`src/rtl/gate_sweep_pkg.sv`:
```
// gate_sweep_pkg: sweep FSM states and counter width helpers shared by the gate sweep sequencer.
package gate_sweep_pkg;
  typedef enum logic [1:0] {IDLE, SWEEP, DONE} state_t;
  // One extra index bit lets the last vector be detected without wrapping.
  function automatic int idx_w(input int n_in);
    return n_in + 1;
  endfunction
  function automatic int cnt_w(input int settle_cyc);
    return settle_cyc > 1 ? $clog2(settle_cyc) : 1;
  endfunction
endpackage

```
`src/rtl/gate_sweep_settle_timer.sv`:
```
// gate_sweep_settle_timer: counts 0..SETTLE_CYC-1 with clear, tc marks the sampling cycle.
import gate_sweep_pkg::*;

module gate_sweep_settle_timer #(
  parameter int SETTLE_CYC = 1
) (
  input  logic clk,
  input  logic rst_n,
  input  logic clr,
  output logic tc
);
  localparam int CW = cnt_w(SETTLE_CYC);
  logic [CW-1:0] cnt;
  assign tc = cnt == CW'(SETTLE_CYC - 1);
  always_ff @(posedge clk)
    cnt <= (!rst_n || clr) ? '0 : tc ? '0 : cnt + 1'b1;
endmodule

```
`src/rtl/gate_sweep_ctrl.sv`:
```
// gate_sweep_ctrl: drives a gate through every input vector and builds its truth table.
// Defining GATE_SWEEP_CHECK_EN adds a result checker against the expected table.
import gate_sweep_pkg::*;

module gate_sweep_ctrl #(
  parameter int N_IN       = 2,
  parameter int SETTLE_CYC = 1
) (
  input  logic                 clk,
  input  logic                 rst_n,
  input  logic                 start,
  output logic                 busy,
  output logic                 done,
  output logic [N_IN-1:0]      gate_in,
  input  logic                 gate_out,
  output logic [2**N_IN-1:0]   truth_table,
  input  logic [2**N_IN-1:0]   expected,
  output logic                 mismatch
);
  localparam int IW = idx_w(N_IN);
  localparam int TW = 2 ** N_IN;
  localparam logic [IW-1:0] LAST = IW'(TW - 1);
  state_t state;
  logic [IW-1:0] idx;
  logic tc;
  logic [TW-1:0] tt_nxt;
  gate_sweep_settle_timer #(.SETTLE_CYC(SETTLE_CYC)) u_timer (
    .clk(clk),
    .rst_n(rst_n),
    .clr(state != SWEEP),
    .tc(tc)
  );
  // The index runs on to 2**N_IN after the last sample, so its low bits read 0 outside SWEEP.
  assign gate_in = idx[N_IN-1:0];
  always_comb begin
    tt_nxt = truth_table;
    tt_nxt[idx[N_IN-1:0]] = gate_out;
  end
  always_ff @(posedge clk)
    if (!rst_n) begin
      state <= IDLE;
      busy <= 1'b0;
      done <= 1'b0;
      idx <= '0;
      truth_table <= '0;
    end else
      case (state)
        IDLE:
          if (start) begin
            state <= SWEEP;
            busy <= 1'b1;
            idx <= '0;
            truth_table <= '0;
          end
        SWEEP:
          if (tc) begin
            truth_table <= tt_nxt;
            idx <= idx + 1'b1;
            if (idx == LAST) begin
              state <= DONE;
              busy <= 1'b0;
              done <= 1'b1;
            end
          end
        default: begin
          state <= IDLE;
          done <= 1'b0;
        end
      endcase
`ifdef GATE_SWEEP_CHECK_EN
  logic [TW-1:0] exp_q;
  always_ff @(posedge clk)
    if (!rst_n) begin
      exp_q <= '0;
      mismatch <= 1'b0;
    end else if (state == IDLE && start) begin
      exp_q <= expected;
      mismatch <= 1'b0;
    end else if (state == SWEEP && tc && idx == LAST)
      mismatch <= tt_nxt != exp_q;
`else
  logic unused_expected;
  assign unused_expected = ^expected;
  assign mismatch = 1'b0;
`endif
endmodule

```
`config.mk`:
```
export PLATFORM = sky130hd
export DESIGN_NAME = gate_sweep_ctrl
export DESIGN_NICKNAME = d
export VERILOG_FILES = /design/src/rtl/gate_sweep_pkg.sv /design/src/rtl/gate_sweep_settle_timer.sv /design/src/rtl/gate_sweep_ctrl.sv
export SDC_FILE = /design/constraint.sdc
export NUM_CORES = 1
export LEC_CHECK = 0
export BUFFER_PORTS_ARGS = -buffer_cell sky130_fd_sc_hd__buf_4
export CORE_MARGIN = 2
export CORE_UTILIZATION = 44
export DETAILED_ROUTE_END_ITERATION = 8
export GPL_TIMING_DRIVEN = 0
export HOLD_SLACK_MARGIN = 0.1
export PLACE_DENSITY_LB_ADDON = 0.3
export SYNTH_ARGS = -nofsm -noshare
export SYNTH_HDL_FRONTEND = slang
export SYNTH_SLANG_ARGS = --single-unit
```
`constraint.sdc`:
```
create_clock -name clk -period 1.1 [get_ports clk]
set_input_delay 0.165 -clock clk [delete_from_list [all_inputs] [get_ports clk]]
set_output_delay 0.165 -clock clk [all_outputs]
set_load 0.01 [all_outputs]
```
# ---- Word-level counts from Yosys, hierarchy flattened
# Index checks and enable logic that the tools add are counted.
dict set report totals {
  ram_bits 0
  wordCells 48
  mem_bits_ro 0
  register_bits 12
  memories 0
  latchBits 0
  in_bits 8
  out_inout_bits 9
}
dict set report op_classes {
  reduce_logical 10
  n_div 0
  multipliers 0
  shift 0
  bitwise_logic 2
  addsub 2
  mux 20
  order_cmp 2
  n_eq_ne 6
}
# cell count
set op_table {}
lappend op_table {{$reduce_and 3->1} 3}
lappend op_table {{$mux 4} 2}
lappend op_table {{$pmux 4 s2} 1}
lappend op_table {{$mux 1} 6}
lappend op_table {{$mux 2} 3}
lappend op_table {{$mux 3} 2}
lappend op_table {{$ne 2x2->1 const B} 3}
lappend op_table {{$pmux 3 s2} 1}
lappend op_table {{$bwmux 4} 1}
lappend op_table {{$pmux 1 s2} 2}
lappend op_table {{$pmux 2 s2} 1}
lappend op_table {{$reduce_and 4->1} 1}
lappend op_table {{$add 3x1->3 const B} 1}
lappend op_table {{$eq 3x2->1 const B} 1}
lappend op_table {{$lt 2x3->1 const B} 1}
lappend op_table {{$demux 1 s2} 1}
lappend op_table {{$eq 2x1->1 const B} 1}
lappend op_table {{$ge 2x1->1 const B} 1}
lappend op_table {{$logic_not 2->1} 1}
lappend op_table {{$ne 2x1->1 const B} 1}
lappend op_table {{$not 1->1} 2}
lappend op_table {{$reduce_bool 2->1} 1}
lappend op_table {{$reduce_or 2->1} 1}
lappend op_table {{$add 1x1->1 const B} 1}
lappend op_table {{3 further kinds} 3}

# ---- Longest topological paths before layout
dict set report depth {
  word_depth 7
  depth_mapped 5
  depth_no_buf 5
}

# ---- Hierarchy
# Synthesis repeated with hierarchy kept, for this count alone.
dict set report hier_totals {
  hier_cells 65
  hier_area_um2 609.3
}
# module cells_per_inst instances area_per_inst_um2 seq_area_each_um2
set by_module_without_submodules {}
lappend by_module_without_submodules {gate_sweep_ctrl 62 1 581.8 220.2}
lappend by_module_without_submodules {gate_sweep_settle_timer 3 1 27.5 20.0}

# ---- Worst setup path after synthesis
# OpenSTA, ideal clock, no wires.
dict set report synth_path {
  path_kind {reg-to-reg}
  startpoint {reg idx[0]}
  endpoint {reg idx[2]}
  arrival_ps 1135
  n_path_buf 0
  setup_slack_ps -94
  setup_time_ps 58
  path_stages_with_launch 5
  period_less_slack_ps 1194
  t_required_ps 1042
  cell_sequence {dfxtp_1 ha_1 ha_1 nor4b_1 o21a_1}
}
dict set report synth_via {
  elab_chain_len 3
}
# item line
set synth_lines {}
lappend synth_lines {{start: declaration} gate_sweep_ctrl.sv:24} ;# logic [IW-1:0] idx;
lappend synth_lines {{start signal: assignment} gate_sweep_ctrl.sv:58} ;# idx <= idx + 1'b1;
lappend synth_lines {{$add 3x1->3} gate_sweep_ctrl.sv:58}
lappend synth_lines {{$mux 3} gate_sweep_ctrl.sv:56} ;# if (tc) begin
lappend synth_lines {{$pmux 3 s2} gate_sweep_ctrl.sv:47} ;# case (state)
# Every way passes these cells. The select of a mux whose other input is x is not followed.
# A chain may end at the register's enable or synchronous reset.

# ---- Final worst setup path
# Ends and elaborated chain as after synthesis.

==> impl_results.html <==
<table>
<tr><th>Metric</th><th>Value</th></tr>
<tr><th colspan="2">Worst setup path</th></tr>
<tr><td>Startpoint of the worst setup timing path</td><td>idx[0]</td></tr>
<tr><td>Critical path's most frequent cell</td><td>sky130_fd_sc_hd__ha_4</td></tr>
<tr><td>Master of the slowest instance on the critical path</td><td>sky130_fd_sc_hd__dfxtp_2</td></tr>
<tr><td>Endpoint of the worst register-to-register path</td><td>idx[2]</td></tr>
<tr><td>Stage delay of the slowest cell on the critical path</td><td>0.35 ns</td></tr>
<tr><td>Reg2reg start</td><td>idx[0]</td></tr>
<tr><td>Worst Path Required</td><td>1.33 ns</td></tr>
<tr><td>Critical path endpoint category</td><td>register</td></tr>
<tr><td>Worst Path Max Fanout</td><td>2</td></tr>
<tr><td>Setup slack, reg-to-reg</td><td>-0.07 ns</td></tr>
<tr><td>Number of cell instances on the worst register-to-register path</td><td>4</td></tr>
<tr><td>Cell-by-cell listing of the critical path</td><td>ha_4 &gt; ha_4 &gt; nor4b_4 &gt; o21a_1</td></tr>
<tr><td>Worst endpoint data arrival time</td><td>1.39 ns</td></tr>
<tr><td>Endpoint of the worst setup timing path</td><td>idx[2]</td></tr>
<tr><td>Crit Path Category</td><td>reg -&gt; reg</td></tr>
<tr><td>Startpoint kind of the worst setup timing path</td><td>register</td></tr>
<tr><th colspan="2">Timing</th></tr>
<tr><td>Ratio of final minimum period to clock period</td><td>106%</td></tr>
<tr><td>Count of final setup violators</td><td>12</td></tr>
<tr><td>RSZ-0062 raised after global routing</td><td>yes</td></tr>
<tr><td>Worst Setup Slack, final</td><td>-0.0656 ns</td></tr>
<tr><td>Aggregate negative setup slack</td><td>-0.449 ns</td></tr>
<tr><td>Count of pins over their slew limit</td><td>0</td></tr>
<tr><td>Final hold violation count</td><td>0</td></tr>
<tr><td>Setup skew after layout</td><td>0.00574 ns</td></tr>
<tr><td>Minimum clock period after layout</td><td>1.17 ns</td></tr>
<tr><td>Maximum frequency from static timing analysis</td><td>858 MHz</td></tr>
<tr><th colspan="2">Yosys</th></tr>
<tr><td>Xor-xnor portion of the synthesized cell area</td><td>1.42%</td></tr>
<tr><td>Post-synthesis sequential area ratio</td><td>38.9%</td></tr>
<tr><td>Multiplexer fraction of the synthesized cell area</td><td>8.10%</td></tr>
<tr><td>Simple-Gate Fraction of Synth Area</td><td>23.5%</td></tr>
<tr><td>Adder and majority gate portion of the synthesized area</td><td>10.1%</td></tr>
<tr><td>Synthesized-area fraction occupied by ao, oa, aoi and oai cells</td><td>8.10%</td></tr>
<tr><td>Warnings from Yosys</td><td>0</td></tr>
<tr><td>Largest family of logic cells by synthesized area</td><td>simple AND/OR/NAND/NOR gates</td></tr>
<tr><td>Post-Synthesis Cell Area</td><td>618 um2</td></tr>
<tr><td>Count of cell types in the netlist</td><td>27</td></tr>
<tr><td>Synthesis-stage register bit count</td><td>12</td></tr>
<tr><td>Average size of a mapped cell</td><td>9.23 um2</td></tr>
<tr><td>Post-synthesis instance total</td><td>67</td></tr>
<tr><th colspan="2">GRT</th></tr>
<tr><td>Largest net degree at the start of global routing</td><td>11</td></tr>
<tr><td>Remaining Overflow, GRT</td><td>0</td></tr>
<tr><td>Global-route wire length before repair</td><td>2130 um</td></tr>
<tr><td>Number of antenna violations at the first check in global routing</td><td>0</td></tr>
<tr><td>Number of global-route vias before repair</td><td>499</td></tr>
<tr><td>Total track usage</td><td>16.9%</td></tr>
<tr><th colspan="2">Routing</th></tr>
<tr><td>Remaining antenna violation count</td><td>0</td></tr>
<tr><td>Detailed Route WL</td><td>1320 um</td></tr>
<tr><td>Drt pass-1 iters</td><td>4</td></tr>
<tr><td>Per-cell via count in the routed design</td><td>5.32</td></tr>
<tr><td>Drc violations</td><td>0</td></tr>
<tr><td>Iter 0 DRT Violations</td><td>7</td></tr>
<tr><td>Vias after detailed routing</td><td>543</td></tr>
<tr><td>Average routed wire per standard cell</td><td>13.0 um</td></tr>
<tr><th colspan="2">Floorplan</th></tr>
<tr><td>Std-Cell Rows</td><td>13</td></tr>
<tr><td>Total I/O pin count</td><td>17</td></tr>
<tr><td>Area of the placeable core</td><td>1300 um2</td></tr>
<tr><td>Horizontal die dimension</td><td>41.5 um</td></tr>
<tr><td>Die height</td><td>41.5 um</td></tr>
<tr><td>Area of the die</td><td>1720 um2</td></tr>
<tr><td>Initial cell density of the core</td><td>47.5%</td></tr>
<tr><th colspan="2">Clock network</th></tr>
<tr><td>Number of levels in the clock H-tree</td><td>1</td></tr>
<tr><td>CTS sink count</td><td>12</td></tr>
<tr><td>Clk buf depth</td><td>2</td></tr>
<tr><td>Clk pin slew, worst setup/hold paths</td><td>0.08 ns</td></tr>
<tr><td>Clock tree from TritonCTS</td><td>done</td></tr>
<tr><td>Clock tree root buffer cell</td><td>sky130_fd_sc_hd__clkbuf_4</td></tr>
<tr><td>CTS Hold Bufs</td><td>0</td></tr>
<tr><td>Clk Latency, worst-skew pair</td><td>0.28 ns</td></tr>
<tr><td>Number of buffers added by the clock tree synthesis step</td><td>3</td></tr>
<tr><th colspan="2">Layout</th></tr>
<tr><td>Share of final-layout standard cells stronger than drive strength 1</td><td>46.0%</td></tr>
<tr><td>Area growth from synthesis to layout</td><td>46.6%</td></tr>
<tr><td>Net total in the final layout</td><td>101</td></tr>
<tr><td>Most frequent cells in the layout</td><td>sky130_fd_sc_hd__buf_4 (14), sky130_fd_sc_hd__nand3_1 (9), sky130_fd_sc_hd__dfxtp_1 (8)</td></tr>
<tr><td>Antenna diode instance count</td><td>0</td></tr>
<tr><td>Final core utilization</td><td>69.6%</td></tr>
<tr><td>Most frequent standard cell in the layout excluding fill and tap cells</td><td>sky130_fd_sc_hd__buf_4</td></tr>
<tr><th colspan="2">Power</th></tr>
<tr><td>Maximum vdd ir drop</td><td>651 uV</td></tr>
<tr><td>PwrDens</td><td>1050 nW/um2</td></tr>
<tr><td>Leakage</td><td>0.398 nW</td></tr>
<tr><th colspan="2">Placement</th></tr>
<tr><td>Global placer's final weighted congestion</td><td>0.730</td></tr>
<tr><td>Post-DP HPWL</td><td>837 um</td></tr>
<tr><td>Port Buffers</td><td>11</td></tr>
<tr><th colspan="2">Flow run</th></tr>
<tr><td>Number of max-capacitance violations reported</td><td>0</td></tr>
<tr><th colspan="2">Worst hold path</th></tr>
<tr><td>Class of the most critical hold timing path</td><td>in -&gt; reg</td></tr>
<tr><th colspan="2">Outcome</th></tr>
<tr><td>Failing checks</td><td>setup timing</td></tr>
<tr><td>Run status</td><td>finished, violations left</td></tr>
</table>
## metrics by stage
step / hold WS [ns] / power, W / instances / instance area (um2) / worst slack (ns)
2_1_floorplan: 0.324 / 0.000546 / 68 / 637 / -0.0489
3_3_place_gp: 0.453 / 0.000581 / 94 / 738 / -0.108
3_5_place_dp: 0.463 / 0.000584 / 94 / 738 / -0.133
4_1_cts: 0.180 / 0.000952 / 101 / 872 / -0.0638
5_1_grt: 0.177 / 0.00100 / 102 / 906 / -0.120
6_report: 0.179 / 0.000955 / 102 / 906 / -0.0656
## critical path: cells and delay by family (launching register included)
family                     cells  cell delay, ns
and+or+nand+nor                1            0.24
adders and majority gates      2            0.38
DFF                            1            0.35
AOI/OAI and AO/OA              1            0.14
## layout make-up
| cell class | count | area [um2] |
|---|---|---|
| Buffer | 5 | 45.0 |
| Multi-Input combinational cell | 46 | 399 |
| Inverter | 3 | 11.3 |
| Clock buffer | 4 | 36.3 |
| Tap cell | 15 | 18.8 |
| Timing Repair Buffer | 17 | 143 |
| Sequential cell | 12 | 253 |
| Fill cell | 101 | 395 |
## synth_stat cells
cell type | n | area share [%]
sky130_fd_sc_hd__dfxtp_1 | 12 | 39
sky130_fd_sc_hd__nand3_1 | 9 | 7.3
sky130_fd_sc_hd__ha_1 | 5 | 10
sky130_fd_sc_hd__mux2i_1 | 5 | 8.1
sky130_fd_sc_hd__a21oi_1 | 3 | 2.4
sky130_fd_sc_hd__buf_4 | 3 | 3.6
sky130_fd_sc_hd__inv_1 | 3 | 1.8
sky130_fd_sc_hd__nor2b_1 | 3 | 3.0
sky130_fd_sc_hd__and3_1 | 2 | 2.0
sky130_fd_sc_hd__clkbuf_1 | 2 | 1.2
sky130_fd_sc_hd__nand2_1 | 2 | 1.2
sky130_fd_sc_hd__nand2b_1 | 2 | 2.0
sky130_fd_sc_hd__nor2_1 | 2 | 1.2
sky130_fd_sc_hd__a211oi_1 | 1 | 1.2
sky130_fd_sc_hd__a21boi_0 | 1 | 1.2
sky130_fd_sc_hd__buf_2 | 1 | 0.81
sky130_fd_sc_hd__buf_6 | 1 | 1.8
sky130_fd_sc_hd__conb_1 | 1 | 0.61
sky130_fd_sc_hd__nand3_2 | 1 | 1.6
sky130_fd_sc_hd__nor3b_1 | 1 | 1.2
sky130_fd_sc_hd__nor4b_1 | 1 | 1.4
sky130_fd_sc_hd__o21a_1 | 1 | 1.2
sky130_fd_sc_hd__o21ai_0 | 1 | 0.81
sky130_fd_sc_hd__o21bai_1 | 1 | 1.2
sky130_fd_sc_hd__or2_0 | 1 | 1.0
sky130_fd_sc_hd__or3b_1 | 1 | 1.4
sky130_fd_sc_hd__xnor2_1 | 1 | 1.4
## metal layers
| layer | track usage [%] | wire length [um] |
|---|---|---|
| met5 | 0 | 0 |
| met2 | 26.6 | 652 |
| met1 | 19.5 | 555 |
| met4 | 11.6 | 56 |
| met3 | 5.22 | 59 |
## logic make-up (layout without fill, tap and decap cells)
group,count (synthesis),after routing
AOI/OAI and AO/OA,8,8
other,1,2
DFF,12,12
muxes,5,5
xor gates and xnor gates,1,1
buffers and inverters,10,29
and+or+nand+nor,25,25
adders and majority gates,5,5
## report_power, final
group	internal [W]	leakage, nW	total, W	switching (W)
Combinational	0.0000719	0.276	0.000135	0.0000634
Sequential	0.000443	0.100	0.000457	0.0000148
Clock	0.000202	0.0210	0.000362	0.000160
## what timing repair did
action / in CTS / in global routing
endpoints found under the setup margin: 11 / 13
pin swaps: 6 / 2
endpoints found under the hold margin: 0 / 0
gates cloned: 0 / 0
resized for setup: 17 / 7
setup buffers: 5 / 1
## registers in the layout, indices dropped and copies added (netlist names)
register	count
state	2
done	1
idx	3
u_timer.cnt	1
busy	1
truth_table	4
## how the worst min path moves through the flow
stage | start | to | slack (ns) | depth (start not counted)
2_1_floorplan | rst_n | done | 0.32 | 2
3_3_place_gp | done | done | 0.45 | 2
3_5_place_dp | done | done | 0.46 | 2
4_1_cts | gate_out | truth_table[1] | 0.18 | 3
5_1_grt | gate_out | truth_table[1] | 0.18 | 3
6_report | gate_out | truth_table[1] | 0.18 | 3
Power figures use the tool's default switching activity.
